### src/rtl/ps2_rx_ctrl_pkg.sv
// Shared types and constants for the PS/2 receive path.
package ps2_pkg;

  typedef enum logic [1:0] {
    S_IDLE   = 2'd0,
    S_DATA   = 2'd1,
    S_PARITY = 2'd2,
    S_STOP   = 2'd3
  } ps2_state_t;

  localparam logic [1:0] ERR_NONE    = 2'd0;
  localparam logic [1:0] ERR_PARITY  = 2'd1;
  localparam logic [1:0] ERR_STOP    = 2'd2;
  localparam logic [1:0] ERR_TIMEOUT = 2'd3;

  localparam int PS2_FRAME_BITS = 11;

endpackage

### src/rtl/ps2_rx_ctrl_if.sv
// Byte-level interface between the PS/2 receiver and its consumer (scan-code decoder).
interface ps2_rx_ctrl_if;
  logic       rx_en;
  logic [7:0] rx_data;
  logic       rx_valid;
  logic       rx_err;
  logic [1:0] err_code;
  logic       busy;

  modport master (input rx_en, output rx_data, rx_valid, rx_err, err_code, busy);
  modport slave  (output rx_en, input rx_data, rx_valid, rx_err, err_code, busy);
endinterface

### src/rtl/ps2_clk_filter.sv
// Synchronises the raw PS/2 pins, de-glitches ps2_clk and emits a one-cycle
// pulse on each filtered falling edge alongside the synchronised data bit.
module ps2_clk_filter #(
  parameter int FILTER_LEN = 8
) (
  input  logic clk,
  input  logic reset,
  input  logic ps2_clk,
  input  logic ps2_data,
  output logic fall_tick,
  output logic data_sync
);
  localparam int CNT_W = $clog2(FILTER_LEN + 1);

  logic             clk_s1_q, clk_s2_q, dat_s1_q, dat_s2_q;
  logic             filt_q, filt_d;
  logic             tick_q, tick_d;
  logic [CNT_W-1:0] cnt_q, cnt_d;

  // Any sample that agrees with the filtered level restarts the run count.
  always_comb begin
    filt_d = filt_q;
    cnt_d  = '0;
    if (clk_s2_q != filt_q) begin
      if (cnt_q == CNT_W'(FILTER_LEN - 1)) filt_d = clk_s2_q;
      else                                 cnt_d  = cnt_q + CNT_W'(1);
    end
    tick_d = filt_q & ~filt_d;
  end

  always_ff @(posedge clk) begin
    if (reset) begin
      clk_s1_q <= 1'b1;
      clk_s2_q <= 1'b1;
      dat_s1_q <= 1'b1;
      dat_s2_q <= 1'b1;
      filt_q   <= 1'b1;
      cnt_q    <= '0;
      tick_q   <= 1'b0;
    end else begin
      clk_s1_q <= ps2_clk;
      clk_s2_q <= clk_s1_q;
      dat_s1_q <= ps2_data;
      dat_s2_q <= dat_s1_q;
      filt_q   <= filt_d;
      cnt_q    <= cnt_d;
      tick_q   <= tick_d;
    end
  end

  assign fall_tick = tick_q;
  assign data_sync = dat_s2_q;
endmodule

### src/rtl/ps2_rx_ctrl.sv
// PS/2 receive controller: frames start/8 data/odd parity/stop, reports
// good bytes with rx_valid and discarded frames with rx_err + err_code.
module ps2_rx_ctrl
  import ps2_pkg::*;
#(
  parameter int FILTER_LEN  = 8,
  parameter int TIMEOUT_CYC = 100000
) (
  input  logic          clk,
  input  logic          reset,
  input  logic          ps2_clk,
  input  logic          ps2_data,
  ps2_rx_ctrl_if.master rx_if
);
  localparam int TMO_W = $clog2(TIMEOUT_CYC);

  logic fall_tick, data_bit;

  ps2_clk_filter #(.FILTER_LEN(FILTER_LEN)) u_filter (
    .clk       (clk),
    .reset     (reset),
    .ps2_clk   (ps2_clk),
    .ps2_data  (ps2_data),
    .fall_tick (fall_tick),
    .data_sync (data_bit)
  );

  ps2_state_t       state_q, state_d;
  logic [2:0]       bit_cnt_q, bit_cnt_d;
  logic [7:0]       shift_q, shift_d;
  logic             parity_q, parity_d;
  logic [TMO_W-1:0] tmo_q, tmo_d;
  logic [7:0]       rx_data_q, rx_data_d;
  logic             rx_valid_q, rx_valid_d;
  logic             rx_err_q, rx_err_d;
  logic [1:0]       err_code_q, err_code_d;

  always_comb begin
    state_d    = state_q;
    bit_cnt_d  = bit_cnt_q;
    shift_d    = shift_q;
    parity_d   = parity_q;
    tmo_d      = '0;
    rx_data_d  = rx_data_q;
    rx_valid_d = 1'b0;
    rx_err_d   = 1'b0;
    err_code_d = err_code_q;

    if (state_q == S_IDLE) begin
      if (fall_tick && rx_if.rx_en && !data_bit) begin
        state_d   = S_DATA;
        bit_cnt_d = '0;
        shift_d   = '0;
      end
    end else if (fall_tick) begin
      // A bit arriving on the expiry cycle takes precedence over the timeout.
      unique case (state_q)
        S_DATA: begin
          shift_d   = {data_bit, shift_q[7:1]};
          bit_cnt_d = bit_cnt_q + 3'd1;
          if (bit_cnt_q == 3'd7) state_d = S_PARITY;
        end
        S_PARITY: begin
          parity_d = data_bit;
          state_d  = S_STOP;
        end
        S_STOP: begin
          state_d = S_IDLE;
          if (!(^{shift_q, parity_q})) begin
            rx_err_d   = 1'b1;
            err_code_d = ERR_PARITY;
          end else if (!data_bit) begin
            rx_err_d   = 1'b1;
            err_code_d = ERR_STOP;
          end else begin
            rx_valid_d = 1'b1;
            rx_data_d  = shift_q;
          end
        end
        default: state_d = S_IDLE;
      endcase
    end else if (tmo_q == TMO_W'(TIMEOUT_CYC - 1)) begin
      state_d    = S_IDLE;
      rx_err_d   = 1'b1;
      err_code_d = ERR_TIMEOUT;
    end else begin
      tmo_d = tmo_q + TMO_W'(1);
    end
  end

  always_ff @(posedge clk) begin
    if (reset) begin
      state_q    <= S_IDLE;
      bit_cnt_q  <= '0;
      shift_q    <= '0;
      parity_q   <= 1'b0;
      tmo_q      <= '0;
      rx_data_q  <= '0;
      rx_valid_q <= 1'b0;
      rx_err_q   <= 1'b0;
      err_code_q <= ERR_NONE;
    end else begin
      state_q    <= state_d;
      bit_cnt_q  <= bit_cnt_d;
      shift_q    <= shift_d;
      parity_q   <= parity_d;
      tmo_q      <= tmo_d;
      rx_data_q  <= rx_data_d;
      rx_valid_q <= rx_valid_d;
      rx_err_q   <= rx_err_d;
      err_code_q <= err_code_d;
    end
  end

  assign rx_if.rx_data  = rx_data_q;
  assign rx_if.rx_valid = rx_valid_q;
  assign rx_if.rx_err   = rx_err_q;
  assign rx_if.err_code = err_code_q;
  assign rx_if.busy     = (state_q != S_IDLE);
endmodule

### src/flat_wrapper.sv
// flat-port wrapper written by rule: the top's interface ports become plain ports
module ps2_rx_ctrl_flat import ps2_pkg::*;
#(
  parameter int FILTER_LEN  = 8,
  parameter int TIMEOUT_CYC = 100000
)
  (clk, reset, ps2_clk, ps2_data, rx_if_rx_en, rx_if_rx_data, rx_if_rx_valid, rx_if_rx_err, rx_if_err_code, rx_if_busy);
  ps2_rx_ctrl_if rx_if_i ();
  input  logic clk;
  input  logic reset;
  input  logic ps2_clk;
  input  logic ps2_data;
  input wire logic [$bits(rx_if_i.rx_en)-1:0] rx_if_rx_en;
  output wire logic [$bits(rx_if_i.rx_data)-1:0] rx_if_rx_data;
  output wire logic [$bits(rx_if_i.rx_valid)-1:0] rx_if_rx_valid;
  output wire logic [$bits(rx_if_i.rx_err)-1:0] rx_if_rx_err;
  output wire logic [$bits(rx_if_i.err_code)-1:0] rx_if_err_code;
  output wire logic [$bits(rx_if_i.busy)-1:0] rx_if_busy;
  assign rx_if_i.rx_en = rx_if_rx_en;
  assign rx_if_rx_data = rx_if_i.rx_data;
  assign rx_if_rx_valid = rx_if_i.rx_valid;
  assign rx_if_rx_err = rx_if_i.rx_err;
  assign rx_if_err_code = rx_if_i.err_code;
  assign rx_if_busy = rx_if_i.busy;
  ps2_rx_ctrl #(.FILTER_LEN(FILTER_LEN), .TIMEOUT_CYC(TIMEOUT_CYC)) u_core (.clk(clk), .reset(reset), .ps2_clk(ps2_clk), .ps2_data(ps2_data), .rx_if(rx_if_i));
endmodule
### config.mk
export PLATFORM = sky130hd
export DESIGN_NAME = ps2_rx_ctrl_flat
export DESIGN_NICKNAME = d
export VERILOG_FILES = /design/src/rtl/ps2_rx_ctrl_pkg.sv /design/src/rtl/ps2_rx_ctrl_if.sv /design/src/rtl/ps2_clk_filter.sv /design/src/rtl/ps2_rx_ctrl.sv /design/src/flat_wrapper.sv
export SDC_FILE = /design/constraint.sdc
export NUM_CORES = 1
export LEC_CHECK = 0
export BUFFER_PORTS_ARGS = -buffer_cell sky130_fd_sc_hd__buf_4
export CAP_MARGIN = 20
export CORE_AREA = 2 2 85 54
export CTS_CLUSTER_DIAMETER = 40
export DETAILED_ROUTE_END_ITERATION = 6
export DIE_AREA = 0 0 87 56
export GPL_TIMING_DRIVEN = 0
export PLACE_DENSITY = 0.77
export SLEW_MARGIN = 10
export SYNTH_ARGS = -nofsm -noshare
export SYNTH_HDL_FRONTEND = slang
export SYNTH_SLANG_ARGS = --single-unit
### constraint.sdc
create_clock -name clk -period 2.55 [get_ports clk]
set_clock_uncertainty 0.1 [all_clocks]
set_input_delay 0.1275 -clock clk [delete_from_list [all_inputs] [get_ports clk]]
set_output_delay 0.1275 -clock clk [all_outputs]
set_load 0.005 [all_outputs]
### Word-level counts from Yosys, hierarchy flattened

Index checks and enable logic that the tools add are counted.

* logic and storage cells: 83
* flip-flop bits (word level): 53

* reduce and logical (&&, ||, !) cells: 19
* eq/ne operators: 11
* mux-type cells: 27
* add/sub/neg operators: 3
* bitwise gates (word level): 7

Operator list (count)
* $mux 8: 4
* $mux 2: 10
* $add 17x1->17 const B: 1
* $eq 17x17->1 const B: 1
* $mux 3: 4
* $reduce_and 3->1: 3
* $reduce_xor 9->1: 1
* $mux 1: 8
* $reduce_bool 2->1: 4
* $not 1->1: 6
* $reduce_and 5->1: 1
* $reduce_or 5->1: 1
* $add 4x1->4 const B: 1
* $eq 2x2->1 const B: 2
* $eq 4x3->1 const B: 1
* $ne 4x2->1 const B: 1
* $pmux 2 s2: 1
* $reduce_and 4->1: 1
* $reduce_or 4->1: 1
* $add 3x1->3 const B: 1
* $eq 3x3->1 const B: 1
* $ne 3x3->1 const B: 1
* $reduce_bool 3->1: 1
* $reduce_or 3->1: 1
* 9 further kinds: 10

### Longest topological paths before layout

* depth in word-level cells: 5
* depth in mapped cells: 8

### Hierarchy

A second synthesis with hierarchy kept.

* cells, all modules: 245
* area total of the unflattened synthesis: 2283.4 sq um

By module, submodules not included
* ps2_rx_ctrl: times used 1, sequential area each 860.8 sq um, area an instance 1949.4 sq um, cells an instance 216
* ps2_clk_filter: times used 1, sequential area each 200.2 sq um, area an instance 334.1 sq um, cells an instance 29

### Least setup slack after synthesis

OpenSTA, ideal clock, no wires.

* path type: flip-flop to flip-flop
* start: register u_core.tmo_q[0]
* end: register u_core.err_code_q[0] (netlist: u_core.rx_if.err_code[0])
* period minus slack after synthesis: 1.938 ns
* data arrival time: 1.721 ns
* required time: 2.334 ns
* buffers on the path: 0
* path slack: 0.612 ns
* setup time: 0.116 ns
* stages on the path, launching flop included: 7
* path through: dfxtp_1 > ha_1 > and4_1 > nand4_1 > o31a_1 > or2_2 > a31o_2

* cells in the longest elaborated chain, start to end: 3

RTL lines
* start: declaration: RTL line ps2_rx_ctrl.sv:32 `logic [TMO_W-1:0] tmo_q, tmo_d;`
* start signal: assignment: RTL line ps2_rx_ctrl.sv:107 `tmo_q <= tmo_d;`
* $eq 17x17->1: RTL line ps2_rx_ctrl.sv:82 `end else if (tmo_q == TMO_W'(TIMEOUT_CYC - 1)) begin`
* $reduce_bool 2->1 (no source line)
* $reduce_and 4->1 (no source line)
* end signal: assignment: RTL line ps2_rx_ctrl.sv:111 `err_code_q <= err_code_d;`
* end: declaration: RTL line ps2_rx_ctrl.sv:36 `logic [1:0] err_code_q, err_code_d;`

Every way passes these cells.
A chain may end at the register's enable or synchronous reset.

### Worst setup path in the final report

* start: register u_core.state_q[0]
* end: register u_core.shift_q[7]

* cells in the longest elaborated chain, start to end: 3
* elaborated cells between the ends (all ways): 7
* those cells by class: eq/ne (2); mux (1); reduce/logical (4)

RTL lines
* start: declaration: RTL line ps2_rx_ctrl.sv:28 `ps2_state_t state_q, state_d;`
* start signal: assignment: RTL line ps2_rx_ctrl.sv:103 `state_q <= state_d;`
* $logic_not 2->1 / $eq 2x1->1 (equally long branches): RTL line ps2_rx_ctrl.sv:49, ps2_rx_ctrl.sv:57
* $ne 2x2->1 (no source line) / $reduce_bool 2->1 (equally long branches)
* $reduce_and 3->1 (no source line)
* end signal: assignment: RTL line ps2_rx_ctrl.sv:105 `shift_q <= shift_d;`
* end: declaration: RTL line ps2_rx_ctrl.sv:30 `logic [7:0] shift_q, shift_d;`

Parallel ways exist; a longest one is shown, timed or not.

==> reports/qor.txt <==
Status = finished, final reports clean
Ports = 18
Synth warn = 0
Total power draw = 1.338 mW
Routability Congestion = 0.8468
Largest net degree at the start of global routing = 16
Post-Syn Area = 0.002257 sq mm
Final period util = 86.75%
# diodes = 0
Pins Over Slew Limit = 0
Post-Syn Area per Cell = 9.605 sq um
GRT Total Usage = 18.82%
Worst Max-Slew Pin Slew = 0.4725 ns
Clk root buf = clkbuf_8
Synth Net Count = 248
Crit. End Element = register
CP startpoint = u_core.state_q[0]$_SDFFE_PP0P_
TNS Setup = 0 ns
Starting Density = 55.99%
Die Y-Extent = 56 microns
Die extent in x = 87 microns
IO Port Bufs = 17
Antenna violations before repair = 0
Share of synthesized area occupied by flip-flops and latches = 47.01%
Slew HR = 67.83%
Area Overhead vs Synth = 13.58%
Setup ws final = 0.3378 ns
Yosys reg bits = 53
Clock Tree Buf Depth = 2
Setup repair bufs after CTS = 0
Pre-CTS WS = 0.2982 ns
Worst hold path class = input port to register
Vias in the first global route = 1553
Finished Layout Cells = 311
Crit Path Category = register to register
Mean routed wirelength per cell = 13.81 microns
Vias/cell = 5.508
DP HPWL = 2989 microns
Clock buffers created by TritonCTS = 5
DR DRC count = 0
Peak VDD IR = 302.9 uV
Clock slew at reported path FFs = 0.09 ns
Die ar. = 0.004872 sq mm
Leak Pwr = 1.044 nW
Final WL = 4295 microns
Fin nets = 274
R2r startpoint = u_core.state_q[0]$_SDFFE_PP0P_
Core ar. = 0.004031 sq mm
CTS tree = done
Skew-Pair Late Insertion Delay = 0.31 ns
Iteration count of the initial detailed-routing pass = 4
Placed inst area = 0.002447 sq mm
Syn Inst Count = 235
CP Launch Type = register
Endpoints failing setup = 0
Sinks on Clock Net = 53
Max cap viols = 0
Power density cells = 521.7 mW/mm^2
Achievable Freq = 452.0 MHz
Dpl cells = 302
Critical-path maximum fanout = 10
WHS = 0.07436 ns
Final Hold Fails = 0
Gr ovfl total = 0
Std-Cell Rows = 18
Final Cell Area = 0.002564 sq mm
Tmin final = 2.212 ns
RSZ-0062 raised after global routing = no
Layout cells sized above 1 = 13.41%
CP required = 2.64 ns
Post-route antenna net violation count = 0
Layout Utilization = 63.59%
Worst EP arrival = 2.30 ns
H-tree levels = 2
Synth cell types = 41
DR vias = 1713
Initial DRC Count = 55
Global-route wire length before repair = 7134 microns
Worst Min Path Start = reset
area by class of cell:
| type | count | area, sq um |
|---|---|---|
| inverters | 8 | 33.78 |
| flip-flops and latches | 53 | 1061 |
| well taps | 50 | 62.56 |
| clock buffers | 6 | 82.58 |
| multi-input cells | 167 | 1142 |
| clock inverters | 1 | 7.507 |
| plain buffers | 7 | 26.28 |
| repair buffers | 19 | 147.6 |
| fillers | 358 | 1468 |
worst max-delay path, stage by stage (launching register included):
cell	delay, ns
dfxtp_1	0.35
inv_1	0.10
ha_2	0.29
clkinvlp_4	0.22
nor3b_1	0.30
o21ai_0	0.16
clkbuf_1	0.28
a32oi_1	0.24
nor2_1	0.06
layer usage:
metal / share of wire, % / GRT usage (%)
met1: 55 / 26.87
met5: 0 / 0
met2: 40 / 26.39
met3: 3.8 / 5.045
met4: 1.3 / 8.259
final timing paths:
path	to	slack [ns]	depth (start not counted)
max reg2reg	u_core.shift_q[7]$_SDFFE_PP0P_	0.34	8
min reg2reg	u_core.u_filter.data_sync$_SDFF_PP1_	0.31	1
min	u_core.u_filter.filt_q$_SDFF_PP1_	0.07	3
max	u_core.shift_q[7]$_SDFFE_PP0P_	0.34	8
synthesized netlist by cell type:
library cell	number	area (sq um)
clkinv_1	1	3.750
xor2_1	11	96.34
nand3b_1	1	7.510
o211a_1	1	10.01
o221a_2	1	11.26
a211oi_1	1	7.510
clkbuf_1	7	26.28
nand2_1	10	37.54
o211ai_1	1	7.510
o21a_1	1	7.510
a31oi_1	1	6.260
and3_1	6	37.54
ha_1	8	100.1
nand3_1	6	30.03
and3b_1	2	17.52
nor2b_1	1	6.260
nor4_1	1	6.260
o31a_1	1	8.760
mux2i_4	1	22.52
nand2b_1	1	6.260
mux2i_1	10	100.1
xnor2_1	10	87.58
inv_1	7	26.28
a22oi_1	8	60.06
and2_1	2	12.51
nor4bb_1	3	30.03
a21oi_1	4	20.02
a31o_2	1	8.760
xnor3_1	1	22.52
nor4b_1	1	8.760
dfxtp_1	53	1061
nor2_1	44	165.2
a32oi_1	1	8.760
nor3_1	4	20.02
nand4_1	6	37.54
nor3b_1	2	15.01
or2_2	5	31.28
and4_1	3	26.28
o21ai_0	2	10.01
xnor3_2	1	23.77
or3_1	4	25.02
sequential cells by signal, indices dropped and copies added (netlist names):
register                   cells
u_core.u_filter.dat_s1_q       1
u_core.u_filter.fall_tick      1
u_core.tmo_q                  17
u_core.u_filter.data_sync      1
u_core.u_filter.clk_s1_q       1
u_core.rx_if.err_code          2
u_core.u_filter.cnt_q          4
u_core.rx_if.rx_valid          1
u_core.rx_if.rx_err            1
u_core.state_q                 2
u_core.parity_q                1
u_core.shift_q                 8
u_core.bit_cnt_q               3
u_core.u_filter.clk_s2_q       1
u_core.u_filter.filt_q         1
u_core.rx_if.rx_data           8
logic make-up after synthesis:
group           share of synthesized area, %
fa+ha+maj                              4.435
simple gates                           23.06
mux                                    5.432
compound gates                         7.373
flops                                  47.01
buf+inv                                2.495
xor+xnor                               10.20
repair_timing:
item / 4_1_cts / 5_1_grt
setup endpoints to repair: 0 / 3
hold endpoints to repair: 2 / 0
resized for setup: 0 / 2
hold buffers: 2 / 0
power by group:
group,switching [mW],leakage [nW],internal [mW]
Sequential,0.00229,0.428,0.830
Clock,0.268,0.0433,0.215
Combinational,0.0119,0.573,0.0103
Total,0.282,1.04,1.06
cells in the final DEF (no fill, tap or decap), drive strengths merged, types with 3 or more instances in the layout:
cell type | netlist | routed
a22oi | 8 | 8
nand3 | 6 | 6
and4 | 3 | 3
nand2 | 10 | 10
nor3 | 4 | 4
or3 | 4 | 4
nand4 | 6 | 6
or2 | 5 | 5
nor4bb | 3 | 3
ha | 8 | 8
xor2 | 11 | 11
inv | 7 | 7
buf | 0 | 17
clkbuf | 7 | 13
mux2i | 11 | 11
and3 | 6 | 6
xnor2 | 10 | 10
nor2 | 44 | 44
a21oi | 4 | 4
dfxtp | 53 | 53
Note: power is estimated with default switching activity, not from simulation.
